[config.mk]
export PLATFORM = sky130hd
export DESIGN_NAME = fifo_out_deskew
export DESIGN_NICKNAME = d
export VERILOG_FILES = /design/src/rtl/TicSAT_pkg.sv /design/src/rtl/fifo_out_deskew_row_fifo.sv /design/src/rtl/fifo_out_deskew.sv
export SDC_FILE = /design/constraint.sdc
export NUM_CORES = 2
export LEC_CHECK = 0
export BUFFER_PORTS_ARGS = -buffer_cell sky130_fd_sc_hd__buf_4
export CAP_MARGIN = 20
export CORE_MARGIN = 10
export CORE_UTILIZATION = 35
export DETAILED_ROUTE_END_ITERATION = 8
export HOLD_SLACK_MARGIN = 0.03
export PLACE_DENSITY = 0.56
export SYNTH_ARGS = -nofsm -noshare
export SYNTH_HDL_FRONTEND = slang
export SYNTH_SLANG_ARGS = --single-unit
[constraint.sdc]
create_clock -name clk -period 11.6 [get_ports clk]
set_clock_uncertainty 0.15 [all_clocks]
set_input_delay 2.32 -clock clk [delete_from_list [all_inputs] [get_ports clk]]
set_output_delay 2.32 -clock clk [all_outputs]
set_load 0.01 [all_outputs]
[src/rtl/TicSAT_pkg.sv]
// TicSAT_pkg: types shared by the TicSAT systolic-array blocks.
//   command_t : array command broadcast to the datapath each cycle. Only
//               CMD_STREAM moves data through the array and its skew buffers.
package TicSAT_pkg;

  typedef enum logic [1:0] {
    CMD_QUEUE  = 2'd0,
    CMD_STREAM = 2'd1,
    CMD_IDLE   = 2'd2,
    CMD_FLUSH  = 2'd3
  } command_t;

endpackage

[src/rtl/fifo_out_deskew_row_fifo.sv]
// row_fifo: small FIFO of whole result rows with the head row visible
// combinationally, so a pushed row can be drained the cycle after its push.
//   clk, resetn : clock, asynchronous active-low reset
//   push        : write push_data (ignored when full unless pop is also set)
//   push_data   : row to write, WIDTH bits
//   pop         : remove the head row (ignored when empty)
//   head_data   : current head row (undefined while empty)
//   full, empty : occupancy flags
//   count       : rows held, 0..DEPTH
module row_fifo #(
  parameter int WIDTH = 32,
  parameter int DEPTH = 4
) (
  input  logic                     clk,
  input  logic                     resetn,
  input  logic                     push,
  input  logic [WIDTH-1:0]         push_data,
  input  logic                     pop,
  output logic [WIDTH-1:0]         head_data,
  output logic                     full,
  output logic                     empty,
  output logic [$clog2(DEPTH):0]   count
);

  localparam int PW = $clog2(DEPTH);
  localparam logic [PW:0]   CNT_ONE = (PW+1)'(1);
  localparam logic [PW-1:0] PTR_ONE = PW'(1);

  logic [WIDTH-1:0] mem [DEPTH];
  logic [PW-1:0]    wr_ptr_reg;
  logic [PW-1:0]    rd_ptr_reg;
  logic [PW:0]      count_reg;
  logic             wr_en;
  logic             rd_en;

  assign full  = (count_reg == (PW+1)'(DEPTH));
  assign empty = (count_reg == '0);
  assign count = count_reg;

  // When full, a push is still taken if the head leaves on the same edge:
  // wr_ptr equals rd_ptr then, so the new row lands in the slot being freed.
  assign wr_en = push && (!full || pop);
  assign rd_en = pop && !empty;

  // Storage has no reset; the occupancy logic decides what is valid.
  always_ff @(posedge clk) begin
    if (wr_en) begin
      mem[wr_ptr_reg] <= push_data;
    end
  end

  assign head_data = mem[rd_ptr_reg];

  // DEPTH is a power of two, so the pointers wrap naturally.
  always_ff @(posedge clk or negedge resetn) begin
    if (!resetn) begin
      wr_ptr_reg <= '0;
      rd_ptr_reg <= '0;
      count_reg  <= '0;
    end else begin
      if (wr_en) wr_ptr_reg <= wr_ptr_reg + PTR_ONE;
      if (rd_en) rd_ptr_reg <= rd_ptr_reg + PTR_ONE;
      case ({wr_en, rd_en})
        2'b10:   count_reg <= count_reg + CNT_ONE;
        2'b01:   count_reg <= count_reg - CNT_ONE;
        default: count_reg <= count_reg;
      endcase
    end
  end

endmodule

[src/rtl/fifo_out_deskew.sv]
// fifo_out_deskew: realigns skewed accumulator results leaving the bottom of
// the systolic array, buffers whole rows, and drains them one element per
// valid/ready handshake in column order.
//   clk, resetn  : clock, asynchronous active-low reset
//   cmd          : array command; deskew stages shift only on CMD_STREAM
//   in_data      : per-column result at the array bottom (column c lags c cycles)
//   in_valid     : column-0 element of a result row present this cycle
//   out_data     : element being drained (0 while out_valid is low)
//   out_col_idx  : column of out_data
//   out_last     : out_data is the final column of its row
//   out_valid    : an element is available
//   out_ready    : host accepts the element
//   overflow     : sticky, an aligned row was dropped because the FIFO was full
//   rows_avail   : rows held in the row FIFO
module fifo_out_deskew
  import TicSAT_pkg::*;
#(
  parameter int SA_SIZE   = 8,
  parameter int ACC_SIZE  = 32,
  parameter int ROW_DEPTH = 4
) (
  input  logic                                          clk,
  input  logic                                          resetn,
  input  command_t                                      cmd,
  input  logic [ACC_SIZE-1:0]                           in_data [SA_SIZE-1:0],
  input  logic                                          in_valid,
  output logic [ACC_SIZE-1:0]                           out_data,
  output logic [((SA_SIZE > 1) ? $clog2(SA_SIZE) : 1)-1:0] out_col_idx,
  output logic                                          out_last,
  output logic                                          out_valid,
  input  logic                                          out_ready,
  output logic                                          overflow,
  output logic [$clog2(ROW_DEPTH):0]                    rows_avail
);

  localparam int CW = (SA_SIZE > 1) ? $clog2(SA_SIZE) : 1;
  localparam int RW = ACC_SIZE * SA_SIZE;

  logic                stream;
  logic [ACC_SIZE-1:0] aligned  [SA_SIZE];
  logic [ACC_SIZE-1:0] out_cols [SA_SIZE];
  logic [RW-1:0]       aligned_row;
  logic [RW-1:0]       head_row;
  logic                aligned_valid;
  logic                push;
  logic                pop;
  logic                handshake;
  logic                last_col;
  logic                fifo_full;
  logic                fifo_empty;
  logic [CW-1:0]       col_cnt_reg;
  logic                overflow_reg;

  assign stream = (cmd == CMD_STREAM);

  // Deskew: column gi gets SA_SIZE-1-gi delay stages so every column of a
  // row emerges on the stream cycle its last column arrives. The last column
  // needs no delay and is taken straight from in_data at push time.
  genvar gi;
  generate
    for (gi = 0; gi < SA_SIZE; gi++) begin : g_col
      localparam int DLY = SA_SIZE - 1 - gi;
      if (DLY == 0) begin : g_pass
        assign aligned[gi] = in_data[gi];
      end else begin : g_dly
        logic [ACC_SIZE-1:0] stage [DLY];
        always_ff @(posedge clk or negedge resetn) begin
          if (!resetn) begin
            for (int k = 0; k < DLY; k++) stage[k] <= '0;
          end else if (stream) begin
            stage[0] <= in_data[gi];
            for (int k = 1; k < DLY; k++) stage[k] <= stage[k-1];
          end
        end
        assign aligned[gi] = stage[DLY-1];
      end
      assign aligned_row[gi*ACC_SIZE +: ACC_SIZE] = aligned[gi];
      assign out_cols[gi] = head_row[gi*ACC_SIZE +: ACC_SIZE];
    end

    // Valid tag travels with column 0 so it marks the cycle the row is aligned.
    if (SA_SIZE == 1) begin : g_tag_none
      assign aligned_valid = in_valid;
    end else begin : g_tag
      logic [SA_SIZE-2:0] tag;
      always_ff @(posedge clk or negedge resetn) begin
        if (!resetn) begin
          tag <= '0;
        end else if (stream) begin
          tag[0] <= in_valid;
          for (int k = 1; k < SA_SIZE - 1; k++) tag[k] <= tag[k-1];
        end
      end
      assign aligned_valid = tag[SA_SIZE-2];
    end
  endgenerate

  assign push      = aligned_valid && stream;
  assign out_valid = !fifo_empty;
  assign last_col  = (col_cnt_reg == CW'(SA_SIZE - 1));
  assign handshake = out_valid && out_ready;
  assign pop       = handshake && last_col;

  row_fifo #(
    .WIDTH (RW),
    .DEPTH (ROW_DEPTH)
  ) u_row_fifo (
    .clk       (clk),
    .resetn    (resetn),
    .push      (push),
    .push_data (aligned_row),
    .pop       (pop),
    .head_data (head_row),
    .full      (fifo_full),
    .empty     (fifo_empty),
    .count     (rows_avail)
  );

  always_ff @(posedge clk or negedge resetn) begin
    if (!resetn) begin
      col_cnt_reg  <= '0;
      overflow_reg <= 1'b0;
    end else begin
      if (handshake) begin
        col_cnt_reg <= last_col ? '0 : col_cnt_reg + CW'(1);
      end
      // Matches the FIFO's drop condition: full with no departing row.
      if (push && fifo_full && !pop) begin
        overflow_reg <= 1'b1;
      end
    end
  end

  // Gate data with out_valid so stale or never-written storage is not shown.
  assign out_data    = out_valid ? out_cols[col_cnt_reg] : '0;
  assign out_col_idx = col_cnt_reg;
  assign out_last    = out_valid && last_col;
  assign overflow    = overflow_reg;

endmodule

Yosys cells after proc, flatten, opt, wreduce, memory -nomap -nowiden --
Memory sizes are Yosys's and may differ from the RTL's. Index checks and enable logic that the tools add are counted.
Word-level totals: input port bits 262, memory bits (writable) 1024, memories 1, register bits after elaboration 914, word-level logic and storage cells 69, output and inout bits 41
Memories:
- u_row_fifo.mem | words 4, width 256, rd ports 1, clocked after Yosys merged registers in 0, write ports 1, RTL line fifo_out_deskew_row_fifo.sv:29 | logic [WIDTH-1:0] mem [DEPTH];
Cells by class: multiplexer cells 8, reductions and logical operators 14, equal/unequal tests 5, bitwise operators 1, add/subtract/negate cells 5, magnitude comparators 1
Operator list (count):
- binary-select mux 32 bit (select 3 bit) | 1
- two-way mux 32 bit | 3
- logical AND 1 bit | 8
- adder 3 x 1 -> 3 bit, second input constant | 2
- == test 3 bit, second input constant | 2
- case mux 3 bit (2 select lines) | 1
- adder 2 x 1 -> 2 bit, second input constant | 2
- == test 2 x 1 -> 1 bit, second input constant | 2
- greater-or-equal comparator 4 bit, second input constant | 1
- inverter 3 -> 4 bit | 1
- zero test 1 bit | 3
- zero test 3 bit | 1
- two-way mux 3 bit | 1
- subtractor 3 x 1 -> 3 bit, second input constant | 1
- == test 2 bit, second input constant | 1
- two-way mux 1 bit | 2
- nonzero test 2 bit | 1
- logical OR 1 bit | 1

Logic depth before layout (Yosys ltp) --
depth in word-level cells 8, gate-level depth with buffers 12, mapped depth without buffers 12

By module --
Synthesis repeated with hierarchy kept, for this count alone.
Second synthesis, totals: cells, all modules 5360, area total of the unflattened synthesis 73304.1 µm²
Modules (own cells, without submodules):
- row_fifo | instances 1, cells an instance 1376, seq. area each 30924.7 µm², area an instance 37393.4 µm²
- fifo_out_deskew | instances 1, cells an instance 3984, seq. area each 22696.8 µm², area an instance 35910.7 µm²

Worst setup path before layout --
OpenSTA, ideal clock, no wires.
path type input to register, from in cmd[0], to mem u_row_fifo.mem[0][0] (netlist name), enable pin, required time 10801 ps, slack 2003 ps, path buffers 1, setup time 649 ps, stages on the path 5, data arrival time 8798 ps, path through nor2b_1 clkbuf_1 nand2_1 nor2b_1 and2_1
On the way: cells in the longest elaborated chain, start to end 5
RTL lines:
- from (decl) | RTL line fifo_out_deskew.sv:24 | input command_t cmd,
- == test 2 x 1 -> 1 bit | RTL line fifo_out_deskew.sv:54 | assign stream = (cmd == CMD_STREAM);
- logical AND 1 bit | RTL line fifo_out_deskew.sv:98 | assign push = aligned_valid && stream;
- logical AND 1 bit | RTL line fifo_out_deskew_row_fifo.sv:42 | assign wr_en = push && (!full || pop);
- two-way mux 1 bit | RTL line fifo_out_deskew_row_fifo.sv:47 | if (wr_en) begin
- two-way mux 1 bit (not written as such) | RTL line fifo_out_deskew_row_fifo.sv:48 | mem[wr_ptr_reg] <= push_data;
- to (decl) | RTL line fifo_out_deskew_row_fifo.sv:29
Every way passes these cells.

Worst setup path in the final report --
from reg u_row_fifo.rd_ptr_reg[0], to out out_data[11]
On the way: cells in the longest elaborated chain, start to end 5
RTL lines:
- from (decl) | RTL line fifo_out_deskew_row_fifo.sv:31 | logic [PW-1:0] rd_ptr_reg;
- from (signal assigned) | RTL line fifo_out_deskew_row_fifo.sv:62 | if (rd_en) rd_ptr_reg <= rd_ptr_reg + PTR_ONE;
- memory read (4 x 256 bit)
- binary-select mux 32 bit (select 3 bit) | RTL line fifo_out_deskew.sv:135 | assign out_data = out_valid ? out_cols[col_cnt_reg] : '0;
- two-way mux 32 bit (not written as such) (2 in series) | RTL line fifo_out_deskew.sv:135
- two-way mux 32 bit | RTL line fifo_out_deskew.sv:135
- to (decl) | RTL line fifo_out_deskew.sv:27 | output logic [ACC_SIZE-1:0] out_data,
Every way passes these cells. The select of a mux whose other input is x is not followed.

==> summary.txt <==
CTS Buf Count: 199
Core Rows: 167
First drt pass iteration count: 5
DR WL/cell: 21.02 um
Arrival @ worst endpoint: 4.51 ns
I/O Buffers: 302
Largest family of logic cells by synthesized area: simple AND/OR/NAND/NOR gates
Final setup viols: 0
Crit end category: primary output
Commonest non-fill, non-tap cell in the layout: nand2_1
GR Overflow Total: 0
Worst-path clk slew: 0.06 ns
Adder-Cell Fraction of Synth Area: 0.1468%
Setup TNS: 0 ns
Clock Sinks: 1938
DPL Wire Length: 111200 um
Antenna violations before repair: 6
Layout cells sized above 1: 14.61%
#FFs+latches synth: 1938
Final hold viol count: 0
Post-synth EDFFs: 1024
Largest reg by FF count: u_row_fifo.mem
Worst slew pin tran: 1.192 ns
Die Height: 477.7 um
Ratio of final minimum period to clock period: 60.19%
Crit Path Max Fanout: 42
Logic gate share of total power: 20.9%
Largest register FFs: 1024
Root Driver: clkbuf_16
Total track usage: 15.79%
Max Slew Vio Count: 0
Total of max-cap violations: 0
Sequential area share after synthesis: 73.14%
Commonest non-fill, non-tap cells in the layout: nand2_1, edfxtp_1, dfrtp_1
Critical path's most frequent cell: buf_4
Post-layout min period: 6.983 ns
CP Launch Type: register
Initial Utilization: 35.30%
Worst Hold Class: register to register
Compound-Gate Fraction of Synth Area: 1.618%
First-pass GRT wire length: 279400 um
WS Path Type: register to primary output
Most common flop cell mapped by yosys: edfxtp_1
Synthesized netlist cell count: 5518
Post-Synth Simple-Gate Area: 14.12%
Boundary pin count: 303
Sw Ratio: 29.90%
Worst relative slew slack: 20.56%
Outcome: completed
GPL Wtd Cong: 0.7648
Synthesized area: 73310 um2
Mux share of post-synthesis cell area: 8.842%
Avg Cell Area, Syn: 13.29 um2
LEAKAGE: 0.03646 uW
Post-CTS setup buffers: 0
Vias per std cell: 4.807
Biggest cell delay along the critical path: 0.80 ns
NetSw: 5640 uW
RSZ-0062 raised after global routing: false
Routed wire length: 183800 um
Nets: 6050
Worst Path Required: 9.13 ns
Fillers: 19550
Clk_lat worst skew: 0.82 ns
Net Count, Synth: 5788
Yosys cell types: 37
Internal: 13220 uW
DRC: 0
Critical path, cell by cell: buf_4 -> buf_4 -> mux4_1 -> a22oi_1 -> a31oi_1 -> buf_4
Crit path max-delay cell type: buf_4
Via count: 42050
Vias in the first global route: 42780
Fmax: 0.1432 GHz
Asr flop ratio synth: 47.16%
VDD IR max: 187.1 uV
Fin Hold WS: 0.2927 ns
Detail Route Antenna Nets: 0
H-tree levels: 4
Clock Power Share: 33.5%
PD cells: 222.5 nW/um2
Detailed Route Iter0 Violations: 3742
Sequential Power Share: 45.6%
Width of the die: 477.7 um
Synth Area in XOR/XNOR: 0.07168%
CTS tree: done
Yosys warns: 0
Die ar.: 228200 um2
Post-CTS resize count: 0
# hold bufs at CTS: 0
Core ar.: 207700 um2
Clock Tree Buf Depth: 3
Area growth syn-to-layout: 15.62%
Largest net degree at the start of global routing: 244
-- stage by stage --
| step | area, um2 | total power, uW | util (%) | setup WS [ns] | cells |
|---|---|---|---|---|---|
| after floorplan | 73310 | 11030 | - | 2.003 | 5518 |
| after global placement | 78260 | 12730 | 37.68 | 5.341 | 8367 |
| after detailed placement | 78260 | 12770 | 37.68 | 5.344 | 8367 |
| after CTS | 84760 | 19120 | 40.81 | 4.421 | 8744 |
| after global routing | 84760 | 19720 | 40.81 | 4.255 | 8745 |
| final | 84760 | 18860 | 40.81 | 4.617 | 8746 |
-- synth_stat cells (7+ instances only) --
cell,number,area share (%)
a221o_1,32,0.44
a221oi_1,26,0.31
a22oi_1,32,0.33
a31oi_1,32,0.27
buf_1,16,0.082
buf_2,29,0.20
buf_4,11,0.11
buf_6,17,0.26
clkbuf_1,215,1.1
dfrtp_1,914,31
edfxtp_1,1024,42
ha_1,7,0.12
inv_1,7,0.036
mux2i_1,129,1.8
mux4_1,30,1.1
mux4_2,194,6.0
nand2_1,2725,14
o21ai_1,22,0.15
-- metal layers --
layer  track usage [%]  wire length [um]  vias up
li1                  -                 -    19380
met1             22.30             82920    21440
met2             24.92             86390      982
met3             3.452             10770      238
met4             3.659              3741        6
met5                 0                28        -
-- power groups by stage --
stage | clock [uW] | sequential, uW | combinational [uW]
global placement | 0 | 8720 | 4010
global route | 6770 | 8700 | 4260
finish | 6320 | 8600 | 3940
floorplan | 0 | 8470 | 2560
detailed placement | 0 | 8750 | 4020
CTS | 6470 | 8620 | 4030
-- layout make-up --
type | count | area (um2) | share of cell area (%)
multi-input cells | 3272 | 18240 | 21.52
diodes | 2 | 5.005 | 0.005904
well taps | 2788 | 3488 | 4.115
clock buffers | 287 | 5655 | 6.672
clock inverters | 90 | 840.8 | 0.9920
flip-flops and latches | 1938 | 53630 | 63.27
repair buffers | 361 | 2868 | 3.383
inverters | 8 | 35.03 | 0.04133
-- worst max-delay path: cells and delay by family, from the launching register on --
kind | cells | cell delay (ns)
buffers and inverters | 3 | 1.72
AO/OA/AOI/OAI | 2 | 0.47
multiplexers | 1 | 0.65
flip-flops | 1 | 0.79
-- worst paths after layout --
kind	start	to	slack (ns)	depth (start not counted)
hold reg to reg	g_col[2].g_dly.stage[127]	g_col[2].g_dly.stage[95]	0.29	2
max in group asynchronous	resetn	g_col[2].g_dly.stage[96]	7.66	3
min in group asynchronous	resetn	g_col[0].g_dly.stage[213]	1.44	1
setup reg to reg	out_col_idx[1]	u_row_fifo.mem[2][137]	7.02	8
hold / removal	g_col[2].g_dly.stage[127]	g_col[2].g_dly.stage[95]	0.29	2
setup / recovery	u_row_fifo.rd_ptr_reg[0]	out_data[11]	4.62	6
-- cells by family after synthesis --
family | count (synthesis)
AND/OR/NAND/NOR | 2746
multiplexers | 356
flip-flops | 1938
buffers and inverters | 308
XOR/XNOR | 6
adder cells (fa/ha/maj) | 8
AO/OA/AOI/OAI | 156
Power figures use the tool's default switching activity.
